**config.mk**
```make
export PLATFORM = sky130hd
export DESIGN_NAME = bist_response_analyzer_flat
export DESIGN_NICKNAME = d
export VERILOG_FILES = /design/src/rtl/bist_response_analyzer_pkg.sv /design/src/rtl/bist_response_analyzer_if.sv /design/src/rtl/bist_response_analyzer_misr.sv /design/src/rtl/bist_response_analyzer.sv /design/src/flat_wrapper.sv
export SDC_FILE = /design/constraint.sdc
export NUM_CORES = 1
export LEC_CHECK = 0
export ABC_AREA = 1
export BUFFER_PORTS_ARGS = -buffer_cell sky130_fd_sc_hd__buf_2
export CAP_MARGIN = 20
export CORE_AREA = 10 10 64 66
export DETAILED_ROUTE_END_ITERATION = 7
export DIE_AREA = 0 0 74 76
export PLACE_DENSITY = 0.75
export SLEW_MARGIN = 15
export SYNTH_ARGS = -nofsm -noshare
export SYNTH_HDL_FRONTEND = slang
export SYNTH_SLANG_ARGS = --single-unit
export TNS_END_PERCENT = 100
```
**constraint.sdc**
```tcl
create_clock -name CLK -period 3.7 [get_ports CLK]
set_clock_uncertainty 0.15 [all_clocks]
set_input_delay 0.74 -clock CLK [delete_from_list [all_inputs] [get_ports CLK]]
set_output_delay 0.74 -clock CLK [all_outputs]
set_load 0.1 [all_outputs]
```
**src/rtl/bist_response_analyzer_pkg.sv**
```systemverilog
// Shared BIST types and constants: analyser FSM states, default MISR constants
// and the capture count the controller produces (N passes x M words).
package bist_pkg;

  typedef enum logic [1:0] {
    IDLE     = 2'd0,
    COMPACT  = 2'd1,
    WAIT_FIN = 2'd2,
    RESULT   = 2'd3
  } state_t;

  localparam logic [7:0] DEF_POLY   = 8'h1D;
  localparam logic [7:0] DEF_SEED   = 8'h00;
  localparam logic [7:0] DEF_GOLDEN = 8'h00;

  localparam int unsigned N_PASSES     = 9;
  localparam int unsigned M_WORDS      = 9;
  localparam int unsigned EXP_CAPTURES = N_PASSES * M_WORDS;

  localparam int unsigned          CAP_W   = 8;
  localparam logic [CAP_W-1:0]     CAP_MAX = '1;

endpackage

```
**src/rtl/bist_response_analyzer_if.sv**
```systemverilog
// Controller-to-analyser control/response bus plus the analyser's result outputs.
interface bist_response_analyzer_if #(
  parameter int W = 8
);
  import bist_pkg::*;

  logic             RUNNING;
  logic             OUT;
  logic             FINISH;
  logic             BIST_END;
  logic [W-1:0]     CUT_RESP;

  logic [W-1:0]     SIGNATURE;
  logic [CAP_W-1:0] CAPTURES;
  logic             DONE;
  logic             PASS;
  logic             FAIL;
  logic             ERR;

  modport master (
    output RUNNING, OUT, FINISH, BIST_END, CUT_RESP,
    input  SIGNATURE, CAPTURES, DONE, PASS, FAIL, ERR
  );

  modport slave (
    input  RUNNING, OUT, FINISH, BIST_END, CUT_RESP,
    output SIGNATURE, CAPTURES, DONE, PASS, FAIL, ERR
  );
endinterface

```
**src/rtl/bist_response_analyzer_misr.sv**
```systemverilog
// W-bit multiple-input signature register. load restarts from SEED; enable folds
// in one data word (both together compact the first word straight into SEED).
module bist_misr #(
  parameter int             W    = 8,
  parameter logic [W-1:0]   POLY = W'(bist_pkg::DEF_POLY),
  parameter logic [W-1:0]   SEED = W'(bist_pkg::DEF_SEED)
) (
  input  logic         clk,
  input  logic         rst_n,
  input  logic         load,
  input  logic         enable,
  input  logic [W-1:0] data,
  output logic [W-1:0] sig
);

  logic [W-1:0] sig_q, sig_d, base;

  // NOTE: every variable of a combinational block gets a value before any branch, so no latch is inferred.
  always_comb begin
    base  = load ? SEED : sig_q;
    sig_d = base;
    if (enable) begin
      sig_d = {base[W-2:0], 1'b0} ^ (base[W-1] ? POLY : '0) ^ data;
    end
  end

  // NOTE: flops use non-blocking assignments so every register samples pre-edge values.
  always_ff @(posedge clk or negedge rst_n) begin
    if (!rst_n) sig_q <= SEED;
    else        sig_q <= sig_d;
  end

  assign sig = sig_q;

endmodule

```
**src/rtl/bist_response_analyzer.sv**
```systemverilog
// BIST output-response analyser: compacts CUT responses into a MISR and grades the run.
// Optional macro BIST_ROA_STICKY_EN: FAIL survives later runs until reset and masks PASS.
module bist_response_analyzer #(
  parameter int           W            = 8,
  parameter logic [W-1:0] POLY         = W'(bist_pkg::DEF_POLY),
  parameter logic [W-1:0] SEED         = W'(bist_pkg::DEF_SEED),
  parameter logic [W-1:0] GOLDEN       = W'(bist_pkg::DEF_GOLDEN),
  parameter int unsigned  EXP_CAPTURES = bist_pkg::EXP_CAPTURES
) (
  input logic                     CLK,
  input logic                     RESET_N,
  bist_response_analyzer_if.slave bus
);
  import bist_pkg::*;

  localparam logic [CAP_W-1:0] EXP_CAP = CAP_W'(EXP_CAPTURES);

  state_t           state_q, state_d;
  logic [CAP_W-1:0] cap_q, cap_d;
  logic             done_q, done_d;
  logic             pass_q, pass_d;
  logic             fail_q, fail_d;
  logic             err_q, err_d;
  logic [W-1:0]     sig;
  logic             run_start, misr_en, conclude, abort, sig_match;

  // A run (re)starts from IDLE, or from WAIT_FIN when the controller restarts without finishing.
  assign run_start = bus.RUNNING && !bus.FINISH && (state_q == IDLE || state_q == WAIT_FIN);
  assign misr_en   = bus.RUNNING && bus.OUT && !bus.FINISH && (run_start || state_q == COMPACT);
  assign conclude  = (state_q == WAIT_FIN) && bus.FINISH && !bus.RUNNING;
  assign abort     = (state_q == COMPACT) && bus.FINISH;
  assign sig_match = (sig == GOLDEN) && (cap_q == EXP_CAP);

  bist_misr #(.W(W), .POLY(POLY), .SEED(SEED)) u_misr (
    .clk    (CLK),
    .rst_n  (RESET_N),
    .load   (run_start),
    .enable (misr_en),
    .data   (bus.CUT_RESP),
    .sig    (sig)
  );

  always_ff @(posedge CLK or negedge RESET_N) begin
    if (!RESET_N) state_q <= IDLE;
    else          state_q <= state_d;
  end

  always_comb begin
    state_d = state_q;
    case (state_q)
      IDLE:     if (!bus.FINISH && bus.RUNNING) state_d = COMPACT;
      COMPACT:  if (bus.FINISH)                 state_d = IDLE;
                else if (!bus.RUNNING)          state_d = WAIT_FIN;
      WAIT_FIN: if (bus.FINISH)                 state_d = bus.RUNNING ? IDLE : RESULT;
                else if (bus.RUNNING)           state_d = COMPACT;
      RESULT:   if (!bus.BIST_END)              state_d = IDLE;
      default:                                  state_d = IDLE;
    endcase
  end

  always_comb begin
    case (state_q)
      IDLE, COMPACT: err_d = bus.FINISH;
      WAIT_FIN:      err_d = bus.RUNNING;
      default:       err_d = 1'b0;
    endcase

    cap_d = run_start ? '0 : cap_q;
    if (misr_en && cap_d != CAP_MAX) cap_d = cap_d + CAP_W'(1);

    done_d = done_q;
    pass_d = pass_q;
    fail_d = fail_q;
    if (run_start || abort) begin
      done_d = 1'b0;
      pass_d = 1'b0;
`ifndef BIST_ROA_STICKY_EN
      fail_d = 1'b0;
`endif
    end
    if (conclude) begin
      done_d = 1'b1;
`ifdef BIST_ROA_STICKY_EN
      fail_d = fail_q | ~sig_match;
      pass_d = sig_match & ~fail_d;
`else
      pass_d = sig_match;
      fail_d = ~sig_match;
`endif
    end
  end

  always_ff @(posedge CLK or negedge RESET_N) begin
    if (!RESET_N) begin
      cap_q  <= '0;
      done_q <= 1'b0;
      pass_q <= 1'b0;
      fail_q <= 1'b0;
      err_q  <= 1'b0;
    end else begin
      cap_q  <= cap_d;
      done_q <= done_d;
      pass_q <= pass_d;
      fail_q <= fail_d;
      err_q  <= err_d;
    end
  end

  assign bus.SIGNATURE = sig;
  assign bus.CAPTURES  = cap_q;
  assign bus.DONE      = done_q;
  assign bus.PASS      = pass_q;
  assign bus.FAIL      = fail_q;
  assign bus.ERR       = err_q;

endmodule

```
**src/flat_wrapper.sv**
```systemverilog
// flat-port wrapper written by rule: the top's interface ports become plain ports
module bist_response_analyzer_flat import bist_pkg::*;
#(
  parameter int           W            = 8,
  parameter logic [W-1:0] POLY         = W'(bist_pkg::DEF_POLY),
  parameter logic [W-1:0] SEED         = W'(bist_pkg::DEF_SEED),
  parameter logic [W-1:0] GOLDEN       = W'(bist_pkg::DEF_GOLDEN),
  parameter int unsigned  EXP_CAPTURES = bist_pkg::EXP_CAPTURES
)
  (CLK, RESET_N, bus_RUNNING, bus_OUT, bus_FINISH, bus_BIST_END, bus_CUT_RESP, bus_SIGNATURE, bus_CAPTURES, bus_DONE, bus_PASS, bus_FAIL, bus_ERR);
  bist_response_analyzer_if #(.W(W)) bus_i ();
  input logic CLK;
  input logic RESET_N;
  input wire logic [$bits(bus_i.RUNNING)-1:0] bus_RUNNING;
  input wire logic [$bits(bus_i.OUT)-1:0] bus_OUT;
  input wire logic [$bits(bus_i.FINISH)-1:0] bus_FINISH;
  input wire logic [$bits(bus_i.BIST_END)-1:0] bus_BIST_END;
  input wire logic [$bits(bus_i.CUT_RESP)-1:0] bus_CUT_RESP;
  output wire logic [$bits(bus_i.SIGNATURE)-1:0] bus_SIGNATURE;
  output wire logic [$bits(bus_i.CAPTURES)-1:0] bus_CAPTURES;
  output wire logic [$bits(bus_i.DONE)-1:0] bus_DONE;
  output wire logic [$bits(bus_i.PASS)-1:0] bus_PASS;
  output wire logic [$bits(bus_i.FAIL)-1:0] bus_FAIL;
  output wire logic [$bits(bus_i.ERR)-1:0] bus_ERR;
  assign bus_i.RUNNING = bus_RUNNING;
  assign bus_i.OUT = bus_OUT;
  assign bus_i.FINISH = bus_FINISH;
  assign bus_i.BIST_END = bus_BIST_END;
  assign bus_i.CUT_RESP = bus_CUT_RESP;
  assign bus_SIGNATURE = bus_i.SIGNATURE;
  assign bus_CAPTURES = bus_i.CAPTURES;
  assign bus_DONE = bus_i.DONE;
  assign bus_PASS = bus_i.PASS;
  assign bus_FAIL = bus_i.FAIL;
  assign bus_ERR = bus_i.ERR;
  bist_response_analyzer #(.W(W), .POLY(POLY), .SEED(SEED), .GOLDEN(GOLDEN), .EXP_CAPTURES(EXP_CAPTURES)) u_core (.CLK(CLK), .RESET_N(RESET_N), .bus(bus_i));
endmodule
```
Word-level counts from Yosys, hierarchy flattened
Cells that the tools add are included.
{ "op_classes": {"n_mux": 18, "n_reduce_logical": 20, "eq_ne": 9, "addsub": 1, "bitwise_logic": 3} }
{ "ops": {"columns": ["op", "n"], "rows": [
  ["$mux W8", 4],
  ["$mux W2", 7],
  ["$logic_and A1 B1 Y1", 10],
  ["$add A8 B1 Y8 const B", 1],
  ["$eq A8 B7 Y1 const B", 1],
  ["$logic_not A8 Y1", 1],
  ["$ne A8 B8 Y1 const B", 1],
  ["$pmux W2 S4", 1],
  ["$xor A8 B5 Y8", 1],
  ["$xor A8 B8 Y8", 1],
  ["$ne A3 B3 Y1 const B", 2],
  ["$mux W5", 1],
  ["$eq A2 B2 Y1 const B", 2],
  ["$mux W1", 4],
  ["$reduce_and A4 Y1", 1],
  ["$logic_or A1 B1 Y1", 3],
  ["$eq A2 B1 Y1 const B", 1],
  ["$logic_not A1 Y1", 2],
  ["$logic_not A2 Y1", 1],
  ["$ne A2 B1 Y1 const B", 1],
  ["$ne A2 B2 Y1 const B", 1],
  ["$pmux W1 S2", 1],
  ["$reduce_bool A2 Y1", 1],
  ["$reduce_or A2 Y1", 1],
  ["$not A1 Y1", 1]
]} }
{ "totals": {"reg_bits": 22, "word_cells": 58, "output_inout_bits": 20} }

Logic depth before layout (Yosys ltp)
Gate-level depths: netlist (run 1).
{ "logic_depth": {"word_depth": 8, "mapped_depth": 10, "ltp_nobuf": 9} }

By module
From an unflattened synthesis (run 1), not the netlist that was laid out.
{ "unflattened": {"hier_cells": 188, "area_unflattened_um2": 1348.8} }
{ "by_module_without_submodules": {"columns": ["mod", "area_each_um2", "cells_each", "seq_area_each_um2", "instances"], "rows": [
  ["bist_response_analyzer", 880.8, 126, 350.3, 1],
  ["bist_misr", 467.9, 62, 200.2, 1]
]} }

Worst setup path after synthesis (run 1)
No wires, ideal clock.
{ "synth_timing": {"kind": "reg2reg", "startpoint": "register u_core.cap_q[2] (netlist: u_core.bus.CAPTURES[2])", "endpoint": "register u_core.cap_q[7] (netlist: u_core.bus.CAPTURES[7])", "required_time_ns": 3.430, "path_slack_ns": 1.756, "path_stages_with_launch": 8, "n_path_buf": 0, "setup_time_ns": 0.120, "arrival_ns": 1.674, "path_cell_list": "dfrtp_1 -> nand3_1 -> nor2_4 -> nand2_2 -> nand2_4 -> inv_2 -> nand2_1 -> nand2_1"} }
{ "synth_via": {"elab_chain_len": 4, "elab_cells_between_ends": 5, "cone_classes": "1 x add/sub; 1 x eq/ne; 2 x mux; 1 x reduce/logical"} }
{ "synth_rtl": {"columns": ["item", "line_no", "text"], "rows": [
  ["start, declared", "bist_response_analyzer.sv:19", "logic [CAP_W-1:0] cap_q, cap_d;"],
  ["start signal, assigned", "bist_response_analyzer.sv:101", "cap_q <= cap_d;"],
  ["$mux W8 *", "bist_response_analyzer.sv:68", "cap_d = run_start ? '0 : cap_q;"],
  ["branches (longest 2 deep; another with $add A8 B1 Y8)", null, null],
  ["$mux W8 *", "bist_response_analyzer.sv:69", "if (misr_en && cap_d != CAP_MAX) cap_d = cap_d + CAP_W'(1);"],
  ["net u_core.cap_d[7]", "bist_response_analyzer.sv:19", null]
]} }
Mark *: on every way through the listed nets, which the timed path passes.
A chain may end at the register's enable or synchronous reset.

Final worst setup path (run 1)
{ "layout_timing": {"startpoint": "register u_core.cap_q[1] (netlist: u_core.bus.CAPTURES[1])", "endpoint": "output bus_CAPTURES[1]"} }
{ "layout_rtl": {"columns": ["item", "line_no", "text"], "rows": [
  ["end, declared", "flat_wrapper.sv:20", "output wire logic [$bits(bus_i.CAPTURES)-1:0] bus_CAPTURES;"]
]} }
No word-level cell between the ends.

==> results of run 1 <==
## registers in the layout, indices dropped and copies added (netlist names)
register	count
u_core.bus.CAPTURES	8
u_core.bus.DONE	1
u_core.bus.ERR	1
u_core.bus.FAIL	1
u_core.bus.PASS	1
u_core.state_q	2
u_core.u_misr.sig	8
## cell usage after synthesis
library cell | n | area (sq um)
nor2_2 | 2 | 12.5
or2_1 | 1 | 6.26
buf_6 | 2 | 22.5
nor3_1 | 1 | 5.00
dfrtp_1 | 22 | 551
o22ai_1 | 2 | 12.5
o21ai_2 | 1 | 8.76
nand2_4 | 1 | 11.3
nand3_4 | 2 | 35.0
o211ai_1 | 1 | 7.51
nand4_1 | 5 | 31.3
nand3b_1 | 3 | 22.5
nand2_2 | 1 | 6.26
inv_1 | 23 | 86.3
nor4_1 | 1 | 6.26
o21ai_1 | 1 | 5.00
o22ai_2 | 1 | 12.5
nand3_1 | 15 | 75.1
o21bai_1 | 1 | 7.51
inv_2 | 5 | 18.8
nand2_1 | 63 | 236
a31oi_1 | 1 | 6.26
nor2_4 | 1 | 11.3
or2_2 | 1 | 6.26
xor2_1 | 7 | 61.3
buf_4 | 1 | 7.51
nor2_1 | 8 | 30.0
o31ai_1 | 1 | 7.51
o21ai_0 | 9 | 45.0
## cells by family after synthesis
| kind of cell | after synthesis | share of synthesized area, % |
|---|---|---|
| AO/OA/AOI/OAI | 18 | 8.31 |
| XOR/XNOR | 7 | 4.52 |
| buffers and inverters | 31 | 9.97 |
| flip-flops | 22 | 40.6 |
| AND/OR/NAND/NOR | 105 | 36.6 |
## metrics by stage
step                utilization (%)  hold WS [ns]
global route                   54.1         0.241
detailed placement             52.3         0.357
CTS                            54.1         0.223
finish                         54.1         0.209
global placement               52.3         0.358
floorplan                         -         0.294
## layout make-up
| type | count | area [sq um] | area share [%] |
|---|---|---|---|
| repair buffers | 33 | 165 | 10.4 |
| flip-flops and latches | 22 | 551 | 34.8 |
| well taps | 33 | 41.3 | 2.61 |
| clock buffers | 3 | 22.5 | 1.42 |
| inverters | 28 | 105 | 6.64 |
| multi-input cells | 130 | 669 | 42.3 |
| clock inverters | 1 | 30.0 | 1.90 |
## path summary, 6_finish.rpt
kind | end | from | depth (start not counted)
max | bus_CAPTURES[1] | u_core.bus.CAPTURES[1]$_DFF_PN0_ | 1
min | u_core.state_q[1]$_DFFE_PN0P_ | RESET_N | 1
max reg2reg | u_core.u_misr.sig[7]$_DFF_PN0_ | u_core.state_q[1]$_DFFE_PN0P_ | 5
min reg2reg | u_core.bus.FAIL$_DFFE_PN0P_ | u_core.bus.FAIL$_DFFE_PN0P_ | 2
max in group asynchronous | u_core.bus.CAPTURES[2]$_DFF_PN0_ | RESET_N | 1
min in group CLK | u_core.bus.FAIL$_DFFE_PN0P_ | u_core.bus.FAIL$_DFFE_PN0P_ | 2
## power by group
part,switching [uW],total (uW),internal [uW]
registers,57.9,357,299
clock network,78.6,188,110
logic,546,675,129
## routing by layer
metal  track usage, %  vias up  routed length (um)
met4             5.04        0                  59
met2             17.2       33                1430
met5                0        -                   0
met1             13.9      576                1450
li1                 -      651                   -
met3             2.47        5                 172
==> results_dict.tcl, run 1 <==
set metrics [dict create \
    crit_buf_inv 1 \
    finalSetupViolations 0 \
    cts_setup_buffers 0 \
    grt_start_max_net_pins 25 \
    rsz0062_at_grt "false" \
    layoutNonFillerInstCount 250 \
    syn_avg_cell_area_sq_um 7.40 \
    root_buffer "clkbuf_4" \
    hold_buffers 0 \
    cts_resized 0 \
    cts_buffer_depth 2 \
    drv_cap 0 \
    ir_drop_uv 506 \
    routed_wl_mm 3.10 \
    grt_pass1_wl_mm 5.21 \
    p_total_uw 1220 \
    numCtsBuffers 3 \
    core_sq_um 2930 \
    reg2reg_slack_ns 1.94 \
    antenna_left 0 \
    fin_setup_tns_ns 0 \
    dpl_cell_area_sq_um 1530 \
    worstPathRequired_ns 2.81 \
    synthCells 183 \
    numPortBuffers 33 \
    dp.cells 246 \
    first_iter_violations 87 \
    worstHoldPathType "in2async" \
    start_kind "register" \
    syn_area_sq_um 1360 \
    layout_commonest_cell "nand2_1" \
    ys_seq_area_share_pct 40.6 \
    synth_nets 197 \
    die_x_um 74 \
    status "finished clean" \
    fin_crit_sh_pct 58.1 \
    area_growth_syn_to_layout_pct 16.9 \
    antenna_cells 0 \
    p_leak_uw 0.000891 \
    dp_hpwl_mm 2.40 \
    wl_per_cell_um 12.4 \
    final_cell_mix "nand2_1, buf_2, inv_1, dfrtp_1, nand3_1" \
    slew_headroom_pct 62.1 \
    fp.dieArea_sq_um 5620 \
    crit_path_top_delay_cell "dfrtp_1" \
    insertion_delay_ns 0.32 \
    ios 34 \
    path_cells "buf_2" \
    fmax_mhz 465 \
    viasPerCell 5.06 \
    tightest_slew_ns 0.568 \
    worst_slack_ns 1.55 \
    vias 1265 \
    initial_core_util_pct 46.3 \
    layout-drive-gt1-share_pct 24.0 \
    p_per_area_nw_per_um2 770 \
    cp_max_fo 5 \
    firstDrtPassIters 4 \
    die_h_um 76 \
    synth_cell_type_count 29 \
    cts_tree "yes" \
    path_delay_family "flip-flops" \
    clkSinkCount 22 \
    path_class "reg2out" \
    clk_pin_slew_ns 0.13 \
    max_stage_delay_ns 0.47 \
    row_count 20 \
    yosysWarnings 0 \
    grt.overflow.total 0 \
    antenna_found_initial 0 \
    grt_pass1_vias 1214 \
    ys_seq_elements 22 \
    min_period_ns 2.15 \
    gp_congestion 0.897 \
    post-place-ws_ns 1.46 \
    htree_num_levels 1 \
    worstPathArrival_ns 1.26 \
    grt_use_total_pct 11.1 \
    maxSlewViolCount 0 \
    num-fill-cells 300 \
    drc 0 \
    fin_nets 232 \
    finalHoldViolCount 0 \
    fin_area_sq_um 1580 \
    crit_path_end_kind "primary output" \
]
Note: power is estimated with default switching activity, not from simulation.
==> inputs of run 2 (changes only) <==
--- a/config.mk
+++ b/config.mk
@@ -5,13 +5,13 @@
 export SDC_FILE = /design/constraint.sdc
 export NUM_CORES = 1
 export LEC_CHECK = 0
-export ABC_AREA = 1
+export ABC_AREA = 0
 export BUFFER_PORTS_ARGS = -buffer_cell sky130_fd_sc_hd__buf_2
 export CAP_MARGIN = 20
-export CORE_AREA = 10 10 64 66
+export CORE_AREA = 10 10 60 62
 export DETAILED_ROUTE_END_ITERATION = 7
-export DIE_AREA = 0 0 74 76
-export PLACE_DENSITY = 0.75
+export DIE_AREA = 0 0 70 72
+export PLACE_DENSITY = 0.78
 export SLEW_MARGIN = 15
 export SYNTH_ARGS = -nofsm -noshare
 export SYNTH_HDL_FRONTEND = slang
==> constraint.sdc (replaced) <==
create_clock -name CLK -period 2.1 [get_ports CLK]
set_clock_uncertainty 0.15 [all_clocks]
set_input_delay 0.42 -clock CLK [delete_from_list [all_inputs] [get_ports CLK]]
set_output_delay 0.42 -clock CLK [all_outputs]
set_load 0.1 [all_outputs]
==> run 2 against run 1 <==
Cell count shrank 26%. Global-route usage up 0.31 points. Critical path type unchanged. Largest power group unchanged. Critical endpoint is now bus_SIGNATURE[7]. Clock power grew 25%. Sequential power increased by 52%. Utilization is 3.8 points higher.
==> results_dict.tcl, run 2 <==
set metrics [dict create \
    p_per_area_nw_per_um2 995 \
    grt_use_total_pct 11.4 \
    gp_congestion 0.816 \
    crit_path_top_delay_cell "dfrtp_1" \
    p_total_uw 1400 \
    clk_pin_slew_ns 0.13 \
    max_stage_delay_ns 0.52 \
    rsz0062_at_grt "false" \
    viasPerCell 5.57 \
    synthCells 120 \
    root_buffer "clkbuf_4" \
    finalSetupViolations 0 \
    path_delay_family "flip-flops" \
    core_sq_um 2430 \
    numCtsBuffers 3 \
    cts_buffer_depth 2 \
    min_period_ns 1.89 \
    ys.flop_type "dfrtp_1" \
    utilization_pct 57.9 \
    yosys-top-cells-area "dfrtp_1, o2bb2ai_1, nand2_1" \
    cts_resized 0 \
    path_class "reg2out" \
    grt_pass1_vias 1033 \
    crit_buf_inv 1 \
    vias 1025 \
    maxSlewViolCount 0 \
    drc 0 \
    ys_seq_area_share_pct 46.9 \
    syn_avg_cell_area_sq_um 9.79 \
    ys_top_cells_by_count "dfrtp_1, nand2_1, nor2_1, o2bb2ai_1" \
    grt.overflow.total 0 \
    synth_nets 134 \
    start_kind "register" \
    synth_cell_type_count 32 \
    ys_seq_elements 22 \
    die_h_um 72 \
    dp_hpwl_mm 2.28 \
    wl_per_cell_um 16.1 \
    insertion_delay_ns 0.31 \
    p_leak_uw 0.000638 \
    antenna_left 0 \
    htree_num_levels 1 \
    whs_ns 0.237 \
    layout_commonest_cell "buf_2" \
    worstHoldPathType "in2reg" \
    cts_tree "yes" \
    synth_edf_count 0 \
    fin_crit_sh_pct 89.9 \
    worstPathArrival_ns 1.32 \
    clkSinkCount 22 \
    ios 34 \
    yosysWarnings 0 \
    synthArstFlopShare_pct 100 \
    grt_start_max_net_pins 23 \
    fin_nets 169 \
    row_count 18 \
    grt_pass1_wl_mm 4.86 \
    initial_core_util_pct 48.3 \
    ir_drop_uv 822 \
    cts_setup_buffers 0 \
    fp.dieArea_sq_um 5040 \
    drv_cap 0 \
    syn_area_sq_um 1170 \
    yosysTopAreaCell "dfrtp_1" \
    crit_path_end_kind "primary output" \
    fin_setup_tns_ns 0 \
    synth_top_area_share_pct 46.9 \
    firstDrtPassIters 4 \
    dpl_cell_area_sq_um 1360 \
    fin_area_sq_um 1410 \
    die_x_um 70 \
    cp_max_fo 7 \
    path_cells "buf_2" \
    layout-drive-gt1-share_pct 29.9 \
    area_growth_syn_to_layout_pct 19.8 \
    tightest_slew_ns 0.496 \
    status "finished clean" \
    finalHoldViolCount 0 \
    fmax_mhz 530 \
    routed_wl_mm 2.96 \
    yosys.cell_count.top_type "dfrtp_1" \
    worstPathRequired_ns 1.53 \
    numPortBuffers 33 \
    first_iter_violations 45 \
    slew_headroom_pct 67.0 \
    antenna_cells 0 \
    antenna_found_initial 0 \
    final_cell_mix "buf_2, dfrtp_1, nand2_1, nor2_1, o2bb2ai_1" \
]
run 2: cell types whose count changed after synthesis, moves of 6 or more:
cell,change
nand2_1,-48
inv_1,-19
nand3_1,-13
o2bb2ai_1,+8
a21oi_1,+6
xnor2_1,+6
run 2: layer usage:
metal,vias up,GRT usage (%),share of wire (%)
met4,0,3.51,0.44
met1,485,13.5,44
met5,-,0,0
li1,508,-,-
met3,4,4.49,7.6
met2,28,18.5,48
run 2: cell families (layout without fill, tap and decap cells):
logic type / count (synthesis) / in the layout / share of synthesized area, %
muxes: 1 / 1 / 0.958
DFF: 22 / 22 / 46.9
xor gates and xnor gates: 11 / 11 / 8.20
buffers and inverters: 10 / 44 / 4.37
AOI/OAI and AO/OA: 31 / 31 / 18.2
and+or+nand+nor: 45 / 45 / 21.4
run 2: timing repair:
action / 4_1_cts / 5_1_grt
hold buffers: 1 / 0
endpoints found under the setup margin: 0 / 0
hold endpoints to repair: 22 / 0
run 2: layout make-up:
| cell class | instances | area [sq um] |
|---|---|---|
| Multi-Input combinational cell | 88 | 573 |
| Tap cell | 30 | 37.5 |
| Inverter | 4 | 15.0 |
| Clock buffer | 4 | 36.3 |
| Sequential cell | 22 | 556 |
| Timing Repair Buffer | 36 | 190 |
| Fill cell | 227 | 1020 |
run 2: worst paths after layout:
path | slack [ns] | to | startpoint | depth (start not counted)
max | 0.21 | bus_SIGNATURE[7] | u_core.u_misr.sig[7]$_DFF_PN0_ | 1
min | 0.24 | u_core.u_misr.sig[4]$_DFF_PN0_ | bus_CUT_RESP[4] | 3
max reg2reg | 0.42 | u_core.u_misr.sig[5]$_DFF_PN0_ | u_core.state_q[0]$_DFFE_PN0P_ | 4
min reg2reg | 0.38 | u_core.bus.DONE$_DFFE_PN0P_ | u_core.bus.DONE$_DFFE_PN0P_ | 2
max in group asynchronous | 0.99 | u_core.bus.CAPTURES[3]$_DFF_PN0_ | RESET_N | 2
min in group asynchronous | 0.44 | u_core.u_misr.sig[6]$_DFF_PN0_ | RESET_N | 2
run 2: power breakdown:
| part | switching (uW) | internal [uW] |
|---|---|---|
| sequential | 65.6 | 476 |
| clock | 129 | 106 |
| combinational | 486 | 138 |
run 2: metrics by stage:
step,cells,setup slack [ns]
2_1_floorplan,120,0.0602
3_3_place_gp,179,0.356
5_1_grt,184,0.135
4_1_cts,184,0.208
6_report,184,0.212
3_5_place_dp,179,0.314
